### config.mk
export PLATFORM = sky130hd
export DESIGN_NAME = multicycle_control
export DESIGN_NICKNAME = d
export VERILOG_FILES = /design/src/rtl/multicycle_control.sv
export SDC_FILE = /design/constraint.sdc
export NUM_CORES = 1
export LEC_CHECK = 0
export ABC_CLOCK_PERIOD_IN_PS = 2000
export BUFFER_PORTS_ARGS = -buffer_cell sky130_fd_sc_hd__buf_2
export CORE_MARGIN = 3
export CORE_UTILIZATION = 52
export DETAILED_ROUTE_END_ITERATION = 8
export GPL_TIMING_DRIVEN = 0
export PLACE_DENSITY_LB_ADDON = 0.08
export SLEW_MARGIN = 20
export SYNTH_ARGS = -nofsm -noshare
export SYNTH_HDL_FRONTEND = slang
export SYNTH_SLANG_ARGS = --single-unit
### constraint.sdc
create_clock -name clk -period 2 [get_ports clk]
set_input_delay 0.4 -clock clk [delete_from_list [all_inputs] [get_ports clk]]
set_output_delay 0.4 -clock clk [all_outputs]
set_load 0.01 [all_outputs]
### src/rtl/multicycle_control.sv
// rtl/multicycle_control.sv - multi-cycle RV64 control FSM: decode, sequencing, memory wait/timeout handling
module multicycle_control #(
   parameter int WAIT_LIMIT = 255,
   parameter int CNT_W      = 8
) (
   input  logic        clk,
   input  logic        rst_n,
   input  logic [31:0] instr,
   input  logic        imem_ack,
   input  logic        dmem_ack,
   input  logic        alu_zero,
   output logic        imem_req,
   output logic        dmem_req,
   output logic        dmem_we,
   output logic        ir_write,
   output logic        pc_write,
   output logic        pc_src,
   output logic        reg_write,
   output logic [2:0]  alu_op,
   output logic        alu_src,
   output logic        reg_data_src,
   output logic        retire,
   output logic        illegal,
   output logic        bus_err,
   output logic [3:0]  state_dbg
);

   typedef enum logic [3:0] {
      BOOT   = 4'd0,  FETCH  = 4'd1,  DECODE = 4'd2,  EXEC_R = 4'd3,
      EXEC_I = 4'd4,  ADDR   = 4'd5,  MEM_RD = 4'd6,  MEM_WR = 4'd7,
      WB_ALU = 4'd8,  WB_MEM = 4'd9,  BRANCH = 4'd10, TRAP   = 4'd11
   } state_t;

   localparam logic [CNT_W-1:0] LIMIT_M1 = CNT_W'(WAIT_LIMIT - 1);
   localparam logic [2:0] OP_ADD = 3'b111, OP_SUB = 3'b000, OP_AND = 3'b001, OP_OR = 3'b011;

   state_t           state, state_nx;
   logic [CNT_W-1:0] cnt, cnt_nx;
   logic [6:0]       opcode, funct7;
   logic [2:0]       funct3;
   logic             illegal_q, bus_err_q, set_illegal, set_bus_err, latch_ir;
   logic             is_r, r_ok, is_i, is_ld, is_sd, is_beq, wait_hit;
   logic [2:0]       r_alu_op;
   logic             unused_instr_bits;

   assign unused_instr_bits = ^{instr[24:15], instr[11:7]};

   assign is_r   = (opcode == 7'b0110011);
   assign r_ok   = is_r && (((funct3 == 3'b000) && ((funct7 == 7'b0000000) || (funct7 == 7'b0100000))) ||
                            ((funct3 == 3'b111) && (funct7 == 7'b0000000)) ||
                            ((funct3 == 3'b110) && (funct7 == 7'b0000000)));
   assign is_i   = (opcode == 7'b0010011) && (funct3 == 3'b000);
   assign is_ld  = (opcode == 7'b0000011) && (funct3 == 3'b011);
   assign is_sd  = (opcode == 7'b0100011) && (funct3 == 3'b011);
   assign is_beq = (opcode == 7'b1100011) && (funct3 == 3'b000);
   assign wait_hit = (cnt == LIMIT_M1);

   always_comb begin
      unique case (funct3)
         3'b111:  r_alu_op = OP_AND;
         3'b110:  r_alu_op = OP_OR;
         default: r_alu_op = funct7[5] ? OP_SUB : OP_ADD;
      endcase
   end

   always_ff @(posedge clk or negedge rst_n) begin
      if (!rst_n) begin
         state     <= BOOT;
         cnt       <= '0;
         opcode    <= '0;
         funct3    <= '0;
         funct7    <= '0;
         illegal_q <= 1'b0;
         bus_err_q <= 1'b0;
      end else begin
         state <= state_nx;
         cnt   <= cnt_nx;
         if (latch_ir) begin
            opcode <= instr[6:0];
            funct3 <= instr[14:12];
            funct7 <= instr[31:25];
         end
         if (set_illegal) illegal_q <= 1'b1;
         if (set_bus_err) bus_err_q <= 1'b1;
      end
   end

   always_comb begin
      state_nx     = state;
      cnt_nx       = cnt;
      latch_ir     = 1'b0;
      set_illegal  = 1'b0;
      set_bus_err  = 1'b0;
      imem_req     = 1'b0;
      dmem_req     = 1'b0;
      dmem_we      = 1'b0;
      ir_write     = 1'b0;
      pc_write     = 1'b0;
      pc_src       = 1'b0;
      reg_write    = 1'b0;
      alu_op       = OP_ADD;
      alu_src      = 1'b0;
      reg_data_src = 1'b1;
      retire       = 1'b0;
      unique case (state)
         BOOT: begin
            state_nx = FETCH;
            cnt_nx   = '0;
         end
         FETCH: begin
            imem_req = 1'b1;
            if (imem_ack) begin
               ir_write = 1'b1;
               pc_write = 1'b1;
               latch_ir = 1'b1;
               state_nx = DECODE;
               cnt_nx   = '0;
            end else if (wait_hit) begin
               state_nx    = TRAP;
               set_bus_err = 1'b1;
            end else begin
               cnt_nx = cnt + CNT_W'(1);
            end
         end
         DECODE: begin
            if (r_ok)               state_nx = EXEC_R;
            else if (is_i)          state_nx = EXEC_I;
            else if (is_ld | is_sd) state_nx = ADDR;
            else if (is_beq)        state_nx = BRANCH;
            else begin
               state_nx    = TRAP;
               set_illegal = 1'b1;
            end
         end
         EXEC_R: begin
            alu_op   = r_alu_op;
            state_nx = WB_ALU;
         end
         EXEC_I: begin
            alu_src  = 1'b1;
            state_nx = WB_ALU;
         end
         WB_ALU: begin
            // operand select is rebuilt from the latched opcode so the ALU result stays stable
            alu_src   = !is_r;
            alu_op    = is_r ? r_alu_op : OP_ADD;
            reg_write = 1'b1;
            retire    = 1'b1;
            state_nx  = FETCH;
            cnt_nx    = '0;
         end
         ADDR: begin
            alu_src  = 1'b1;
            state_nx = is_ld ? MEM_RD : MEM_WR;
            cnt_nx   = '0;
         end
         MEM_RD, MEM_WR: begin
            alu_src  = 1'b1;
            dmem_req = 1'b1;
            dmem_we  = (state == MEM_WR);
            if (dmem_ack) begin
               retire   = (state == MEM_WR);
               state_nx = (state == MEM_WR) ? FETCH : WB_MEM;
               cnt_nx   = '0;
            end else if (wait_hit) begin
               state_nx    = TRAP;
               set_bus_err = 1'b1;
            end else begin
               cnt_nx = cnt + CNT_W'(1);
            end
         end
         WB_MEM: begin
            reg_write    = 1'b1;
            reg_data_src = 1'b0;
            retire       = 1'b1;
            state_nx     = FETCH;
            cnt_nx       = '0;
         end
         BRANCH: begin
            alu_op   = OP_SUB;
            pc_write = alu_zero;
            pc_src   = alu_zero;
            retire   = 1'b1;
            state_nx = FETCH;
            cnt_nx   = '0;
         end
         TRAP: state_nx = TRAP;
         default: state_nx = BOOT;
      endcase
   end

   assign illegal   = illegal_q;
   assign bus_err   = bus_err_q;
   assign state_dbg = state;

endmodule

==> flow_summary_export.csv, run 1 <==
group,metric,value,unit
routing,ant_nets,0,
yosys,syn_area_per_cell,9.66,sq um
clock_tree,cts_sinks,31,
power,power_density,1380,nW/um^2
layout,antenna_cells,0,
routing,dr.pass1.iters,4,
timing,finalSetupViolCount,4,
grt,busiest_layer,"met2",
flow_run,maxCapViolCount,0,
layout,area_growth,27.9,%
clock_tree,hold_buffers,0,
timing,period_needed,2.28,ns
setup_path,worstPathMaxFanout,3,
timing,hold_violations,0,
die,die-area,4440,sq um
routing,routedWlPerCell,15.7,um
yosys,ys_ff_latch,31,
power,pwr-share-seq,0.321,
grt,grt_max_degree,32,
placed_design,place_congestion,0.859,
layout,fill_cells,276,
die,core-area,3440,sq um
die,dieWidth,66.6,um
yosys,synth_cell_types,53,
power,peakVddDrop,795,uV
timing,finalMaxSlewViolations,0,
run_status,violations,"setup timing",
timing,fmax,0.439,GHz
grt,groute.usage.overall,0.234,
yosys,synth-edff-count,0,
placed_design,io_buffers,40,
power,clockPowerShare,0.188,
power,pwr-share-comb,0.491,
setup_path,critical_path_class,"reg -> out",
hold_path,hold_class,"in -> async",
yosys,synth_nets,237,
grt,gr-usage-met1,0.281,
timing,slew_headroom,0.479,
die,initial_core_util,0.555,
timing,fin_crit_sh,1.14,
grt,grt_overflow,0,
grt,antenna_found_initial,0,
die,chipHeight,66.6,um
clock_tree,worstSkewPairLatency,0.28,ns
layout,layout-drive-gt1-share,0.436,
power,netSwitchingFraction,0.377,
yosys,ys_dominant_reg_cell,"dfrtp_1",
yosys,seq_area_frac_synth,0.406,
yosys,synth_warnings,0,
layout,nNetsFinal,297,
grt,met3_usage,0.0523,
yosys,synth_area,1910,sq um
die,rows,21,
power,leakagePower,1.13,nW
clock_tree,path_clk_slew,0.07,ns
yosys,netlist.area_leader.share,0.406,
power,p_int,2.10,mW
placed_design,dp_hpwl,3340,um
timing,rsz0062_at_grt,"yes",
timing,tightest_slew,0.781,ns
clock_tree,clockBufferDepth,2,
routing,drc,0,
run_status,status,"finished with violations",
timing,fin_ws,-0.278,ns
timing,clock_skew,0.00714,ns
power,power,3.37,mW
grt,grt_pass1_wl,7840,um
power,switchingPower,1.27,mW
die,io_pins,56,
routing,routed_wl,4770,um
routing,via_per_inst,5.88,
yosys,async_flop_share,1.00,
setup_path,end_kind,"primary output",
routing,vias,1793,
grt,grt_pass1_vias,1669,
clock_tree,root_buffer,"clkbuf_8",
setup_path,rr_worst_depth,4,
routing,drtIter0Drc,125,
grt,use_met2,0.402,
setup_path,crit_required,1.60,ns
layout,final_util,0.710,
yosys,yosys-top-cells-area,"dfrtp_1, mux2_2, o21ai_0, nand2_1, nor2_1",
yosys,synth_top_cell_by_area,"dfrtp_1",
clock_tree,h-tree-depth,2,
setup_path,worstSetupStartpointType,"flop",
clock_tree,cts_tree,"yes",
yosys,synthCells,198,
setup_path,cp.arrival,1.88,ns
clock_tree,cts_buffers,5,
stage by stage:
stage | area (sq um) | TNS [ns] | setup WS, ns | std cells | hold WS [ns]
after floorplan | 1910 | 0 | 0.118 | 198 | 0.104
after global placement | 2170 | -0.130 | -0.0674 | 284 | 0.437
after detailed placement | 2170 | -0.235 | -0.103 | 284 | 0.454
after CTS | 2350 | -0.854 | -0.301 | 297 | 0.181
after global routing | 2440 | -1.22 | -0.375 | 305 | 0.196
final | 2440 | -0.816 | -0.278 | 305 | 0.147
power groups by stage:
stage                     Sequential, mW  Combinational [mW]  Clock, mW
after global placement              1.07                1.36          0
after global routing                1.12                1.81      0.682
final                               1.08                1.66      0.634
after floorplan                     1.05                1.03          0
after CTS                           1.07                1.52      0.646
after detailed placement            1.09                1.40          0
layout make-up:
class                   instances  area, sq um  area share
plain buffers                   7         55.1      0.0225
inverters                       9         33.8      0.0138
clock inverters                 2         35.0      0.0143
flip-flops and latches         31          779       0.319
well taps                      46         57.6      0.0235
repair buffers                 54          315       0.129
multi-input cells             150         1090       0.444
clock buffers                   6         82.6      0.0338
path summary, 6_finish.rpt:
path	startpoint	endpoint	slack, ns
min reg2reg	bus_err	bus_err	0.46
min	rst_n	state_dbg[1]	0.15
min in group clk	instr[1]	opcode[1]	0.34
max	opcode[2]	alu_op[0]	-0.28
max in group asynchronous	rst_n	state_dbg[0]	1.37
max reg2reg	state_dbg[2]	cnt[0]	0.25
per-layer routing:
metal  up-vias  routed length [um]
li1        846                   -
met1       856                1850
met2        78                2500
met3        13                 319
met4         0                 102
met5         -                   0
cell usage in the layout, fill, tap and decap left out, drive strengths merged, types with 2 or more instances in the layout:
master / count
buf: 60
dfrtp: 31
mux2: 17
nand2: 17
nor2: 15
o21ai: 13
a21oi: 12
inv: 9
nand3: 8
clkbuf: 7
nor2b: 7
nand2b: 5
nor3: 4
or4b: 4
and3: 3
a211oi: 3
a31o: 3
a21o: 3
nand4: 3
or3: 3
nor3b: 3
nor4: 2
o21bai: 2
nand3b: 2
o211ai: 2
a22o: 2
ha: 2
synth_stat cells (2+ instances only):
| library cell | instances |
|---|---|
| inv_1 | 9 |
| nor2_1 | 15 |
| o211ai_1 | 2 |
| dfrtp_1 | 31 |
| a22o_1 | 2 |
| nand3b_1 | 2 |
| buf_6 | 3 |
| buf_2 | 4 |
| a21o_1 | 3 |
| and3_1 | 3 |
| ha_1 | 2 |
| nand4_1 | 3 |
| nor4_1 | 2 |
| a21oi_2 | 3 |
| o21bai_1 | 2 |
| a31o_2 | 3 |
| or3_1 | 3 |
| nor3_1 | 3 |
| nor2b_1 | 6 |
| nand2b_1 | 5 |
| or4b_2 | 2 |
| mux2_2 | 16 |
| nand2_1 | 16 |
| a211oi_1 | 3 |
| a21oi_1 | 8 |
| o21ai_0 | 12 |
| nor3b_1 | 2 |
| nand3_1 | 8 |
flip-flops by register name (all words and copies together) (netlist names):
register   flops
cnt            8
funct7         7
opcode         7
state_dbg      4
funct3         3
bus_err        1
illegal        1
critical path: stages, from the launching register on:
cell and delay [ns]:
dfrtp_1 0.39, nor4bb_2 0.29, buf_2 0.17, a41o_1 0.19, a21oi_2 0.07, or3_1 0.35, buf_2 0.14
cells by family (layout without fill, tap and decap cells):
family	Yosys count	in the layout	synth area share
mux	18	18	0.105
fa+ha+maj	2	2	0.0131
simple gates	80	80	0.242
flops	31	31	0.406
compound gates	50	50	0.186
buf+inv	17	78	0.0478
what timing repair did:
action | 4_1_cts | 5_1_grt
pin swaps | 3 | 5
buffers inserted | 6 | 9
resized for setup | 11 | 11
setup endpoints to repair | 10 | 9
Note: power is estimated with default switching activity, not from simulation.
==> run 2: changes to the inputs <==
- ABC_CLOCK_PERIOD_IN_PS: 2000 -> 2100
- clock period: 2 -> 2.1 ns (I/O delays scaled with it)
==> flow_summary_export.csv, run 2 (synthesized netlist as in run 1, its figures left out) <==
group,metric,value,unit
run_status,violations,"setup timing",
timing,finalMaxSlewViolations,0,
routing,met1_length,1840,um
setup_path,path_cells,"nor4bb_2, buf_2, a41o_1, a21oi_2, or3_1, buf_2",
die,io_pins,56,
routing,ant_nets,0,
routing,routed.top_layer,"met4",
timing,fmax,0.437,GHz
routing,vias,1723,
timing,setup_tns,-0.427,ns
timing,fin_ws,-0.188,ns
grt,grt_pass1_wl,7620,um
routing,via_per_inst,5.80,
layout,layout-drive-gt1-share,0.414,
timing,rsz0062_at_grt,"yes",
timing,period_needed,2.29,ns
layout,area_growth,24.7,%
power,power_density,1310,nW/um^2
power,power,3.12,mW
routing,wl_met3,269,um
clock_tree,clockBufferDepth,2,
placed_design,place_area,2170,sq um
grt,grt_max_degree,32,
clock_tree,cts_buffers,5,
setup_path,cpMostUsedCell,"buf_2",
grt,antenna_found_initial,0,
power,leakagePower,1.10,nW
layout,nNetsFinal,289,
routing,drc,0,
die,rows,21,
setup_path,critical_path_class,"reg -> out",
routing,routed_wl,4620,um
grt,grt_overflow,0,
setup_path,end_kind,"primary output",
clock_tree,h-tree-depth,2,
run_status,status,"finished with violations",
timing,slew_headroom,0.475,
die,initial_core_util,0.555,
setup_path,worstPathMaxFanout,3,
clock_tree,cts_sinks,31,
routing,dr.pass1.iters,4,
hold_path,hold_class,"in -> async",
grt,grt_pass1_vias,1654,
routing,drtIter0Drc,121,
grt,groute.usage.overall,0.228,
placed_design,place_congestion,0.859,
routing,met2_wirelength,2400,um
timing,clock_skew,0.00484,ns
clock_tree,cts_tree,"yes",
timing,tightest_slew,0.787,ns
layout,largest_reg_flops,8,
timing,fin_crit_sh,1.09,
die,core-area,3440,sq um
die,chipHeight,66.6,um
setup_path,cp.arrival,1.87,ns
timing,hold_violations,0,
clock_tree,path_clk_slew,0.07,ns
setup_path,slowest_delay,0.39,ns
layout,reg.largest.list,"cnt x8, funct7 x7, opcode x7",
placed_design,place_ws,-0.0232,ns
routing,routedWlPerCell,15.6,um
power,peakVddDrop,750,uV
layout,layout_commonest_cell,"buf_2",
timing,finalSetupViolCount,4,
setup_path,worstSetupStartpointType,"flop",
flow_run,maxCapViolCount,0,
die,dieWidth,66.6,um
layout,regMostFlops,"cnt",
layout,antenna_cells,0,
setup_path,crit_required,1.68,ns
layout,layout_common_cells,"buf_2, dfrtp_1, mux2_2, nand2_1, nor2_1",
layout,fin_area,2380,sq um
clock_tree,root_buffer,"clkbuf_8",
clock_tree,worstSkewPairLatency,0.28,ns
die,die-area,4440,sq um
placed_design,io_buffers,40,
placed_design,dp_hpwl,3340,um
setup_path,crit_slowest_cell,"dfrtp_1",
==> run 2: changes by cell type in the layout (fill, tap and decap cells not counted), sizes merged <==
cell,change
buf,-8
==> run 2: cell type report <==
type	instances	area (sq um)
Fill cell	281	1060
Timing Repair Buffer	46	249
Buffer	7	55.1
Tap cell	46	57.6
Clock inverter	2	35.0
Clock buffer	6	82.6
Sequential cell	31	779
Multi-Input combinational cell	150	1090
Inverter	9	33.8
==> run 2: critical path, delay by kind of cell, from the launching register on <==
family	cells	cell delay, ns
AOI/OAI and AO/OA	2	0.26
DFF	1	0.39
buffers and inverters	2	0.31
and+or+nand+nor	2	0.64
==> run 2: worst paths after layout <==
check                              from            to  slack, ns  cells after the start
max                           opcode[2]     alu_op[0]      -0.19                      6
min                               rst_n  state_dbg[1]       0.17                      1
max reg2reg                state_dbg[2]        cnt[0]       0.35                      4
min reg2reg                     bus_err       bus_err       0.46                      1
max in group asynchronous         rst_n  state_dbg[0]       1.44                      1
min in group clk               instr[1]     opcode[1]       0.35                      2
==> run 2: per-stage QoR <==
stage | hold slack [ns] | util | cells
2_1_floorplan | 0.124 | - | 198
3_3_place_gp | 0.437 | 0.630 | 284
3_5_place_dp | 0.454 | 0.630 | 284
4_1_cts | 0.201 | 0.680 | 296
5_1_grt | 0.216 | 0.692 | 297
6_report | 0.172 | 0.692 | 297
==> run 2: routing by layer <==
| layer | up-vias | GRT usage |
|---|---|---|
| met4 | 0 | 0.112 |
| met5 | - | 0 |
| met1 | 816 | 0.272 |
| met3 | 15 | 0.0573 |
| li1 | 833 | - |
| met2 | 59 | 0.377 |
==> run 2: power by group <==
group | leakage, nW | internal [mW] | switching [mW]
registers | 0.382 | 0.821 | 0.224
logic | 0.655 | 0.730 | 0.740
clock network | 0.0612 | 0.383 | 0.218
total | 1.10 | 1.93 | 1.18
==> run 2: timing repair <==
action,4_1_cts,5_1_grt
hold buffers,0,0
endpoints found under the setup margin,8,8
gates resized for setup,10,11
pin swaps,3,4
setup buffers,4,3
==> run 3: changes to the inputs <==
- PLACE_DENSITY: default -> 0.82
- PLACE_DENSITY_LB_ADDON: 0.08 -> default
- SETUP_SLACK_MARGIN: default -> 0.3
==> flow_summary_export.csv, run 3 (synthesized netlist as in run 1, its figures left out) <==
group,metric,value,unit
setup_path,crit_required,1.68,ns
timing,fin_ws,-0.102,ns
setup_path,crit_family,"simple AND/OR/NAND/NOR gates",
timing,rsz0062_at_grt,"yes",
timing,slew_headroom,0.338,
layout,layout.cells.non_filler,322,
die,die-area,4440,sq um
setup_path,worst-path-buf-inv,2,
layout,layout_common_cells,"buf_2, dfrtp_1, buf_6, buf_4, mux2_2",
setup_path,end_kind,"primary output",
placed_design,dp_hpwl,3180,um
routing,routed_wl,5760,um
clock_tree,path_clk_slew,0.07,ns
routing,via_per_inst,6.03,
placed_design,place_inst,284,
timing,finalMaxSlewViolations,0,
timing,finalSetupViolCount,11,
clock_tree,cts_buffers,5,
die,rows,21,
setup_path,worstPathMaxFanout,3,
layout,antenna_cells,0,
grt,grt_pass1_vias,1715,
setup_path,crit_start,"opcode[2]",
timing,fmax,0.454,GHz
clock_tree,root_buffer,"clkbuf_8",
setup_path,regToRegSetupSlack,-0.07,ns
die,dieWidth,66.6,um
setup_path,path_cells,"nor4bb_1, buf_2, a41o_1, a21oi_2, or3_4, buf_6",
setup_path,rr_worst_depth,9,
routing,drc,0,
layout,nNetsFinal,314,
setup_path,critical_path_class,"reg -> out",
timing,clock_skew,0.00937,ns
setup_path,crit_slowest_cell,"dfrtp_1",
layout,fill_cells,208,
timing,fin_crit_sh,1.05,
grt,grt_overflow,0,
power,peakVddDrop,898,uV
timing,hold_violations,0,
setup_path,r2r-start,"state_dbg[1]",
grt,grt_pass1_wl,8200,um
layout,layout_commonest_cell,"buf_2",
routing,vias,1943,
timing,tightest_slew,0.993,ns
setup_path,reg2reg_to,"cnt[3]",
routing,ant_nets,0,
run_status,violations,"setup timing",
grt,antenna_found_initial,0,
die,chipHeight,66.6,um
power,leakagePower,1.29,nW
die,initial_core_util,0.555,
routing,routedWlPerCell,17.9,um
power,power,3.76,mW
layout,reg.largest.list,"cnt x8, funct7 x7, opcode x7",
setup_path,cp.arrival,1.78,ns
layout,area_growth,46.9,%
routing,dr.pass1.iters,5,
die,core-area,3440,sq um
timing,period_needed,2.20,ns
power,power_density,1340,nW/um^2
clock_tree,cts_tree,"yes",
flow_run,maxCapViolCount,0,
layout,regMostFlops,"cnt",
placed_design,place_ws,0.0708,ns
die,io_pins,56,
routing,drtIter0Drc,179,
layout,layout-drive-gt1-share,0.525,
run_status,status,"finished with violations",
timing,setup_tns,-0.524,ns
clock_tree,hold_buffers,0,
hold_path,hold_class,"in -> async",
grt,groute.usage.overall,0.250,
grt,grt_max_degree,32,
setup_path,worstSetupStartpointType,"flop",
clock_tree,cts_sinks,31,
clock_tree,h-tree-depth,2,
setup_path,slowest_delay,0.38,ns
layout,largest_reg_flops,8,
placed_design,io_buffers,40,
clock_tree,clockBufferDepth,2,
placed_design,place_congestion,0.877,
clock_tree,worstSkewPairLatency,0.29,ns
-- run 3: cell count changes in the layout (fill, tap and decap cells not counted), moves of 3 or more --
cell	before	now
o21ai_0	11	7
buf_2	42	34
buf_6	3	21
buf_4	7	19
o21ai_1	0	3
-- run 3: cell type report --
type	instances	area, sq um	share of cell area
buffer	8	86.3	0.0307
clock buffer	6	82.6	0.0294
clock inverter	2	35.0	0.0125
inverter	9	38.8	0.0138
multi-input combinational	150	1200	0.426
sequential	31	778	0.277
tap	46	57.6	0.0205
timing repair buffer	70	532	0.189
-- run 3: how the worst max path moves through the flow --
stage                endpoint  slack (ns)  cells past startpoint
floorplan           alu_op[0]        0.28                      5
global placement      alu_src        0.06                      5
detailed placement  alu_op[0]        0.07                      5
CTS                 alu_op[0]       -0.14                      6
global route        alu_op[2]       -0.17                      6
finish              alu_op[0]       -0.10                      6
-- run 3: per-layer routing --
layer	track usage	vias to the layer above	share of wire
met2	0.437	107	0.52
met1	0.298	944	0.39
met4	0.0939	0	0.019
li1	-	876	-
met5	0	-	0
met3	0.0540	16	0.070
-- run 3: timing repair --
item / in CTS / in global routing
gates cloned: 0 / 1
setup buffers: 17 / 12
setup endpoints to repair: 14 / 35
pin swaps: 18 / 16
gates resized for setup: 39 / 28
endpoints found under the hold margin: 0 / 0
-- run 3: report_power, final --
part / switching, mW / leakage, nW / internal [mW]
clock network: 0.239 / 0.0612 / 0.384
logic: 0.961 / 0.844 / 1.14
registers: 0.217 / 0.382 / 0.819
total: 1.42 / 1.29 / 2.34
-- run 3: metrics by stage --
| stage | hold slack (ns) | cell area, sq um | util |
|---|---|---|---|
| 2_1_floorplan | 0.124 | 1930 | - |
| 3_3_place_gp | 0.436 | 2190 | 0.636 |
| 3_5_place_dp | 0.446 | 2190 | 0.636 |
| 4_1_cts | 0.193 | 2580 | 0.749 |
| 5_1_grt | 0.216 | 2810 | 0.816 |
| 6_report | 0.172 | 2810 | 0.816 |
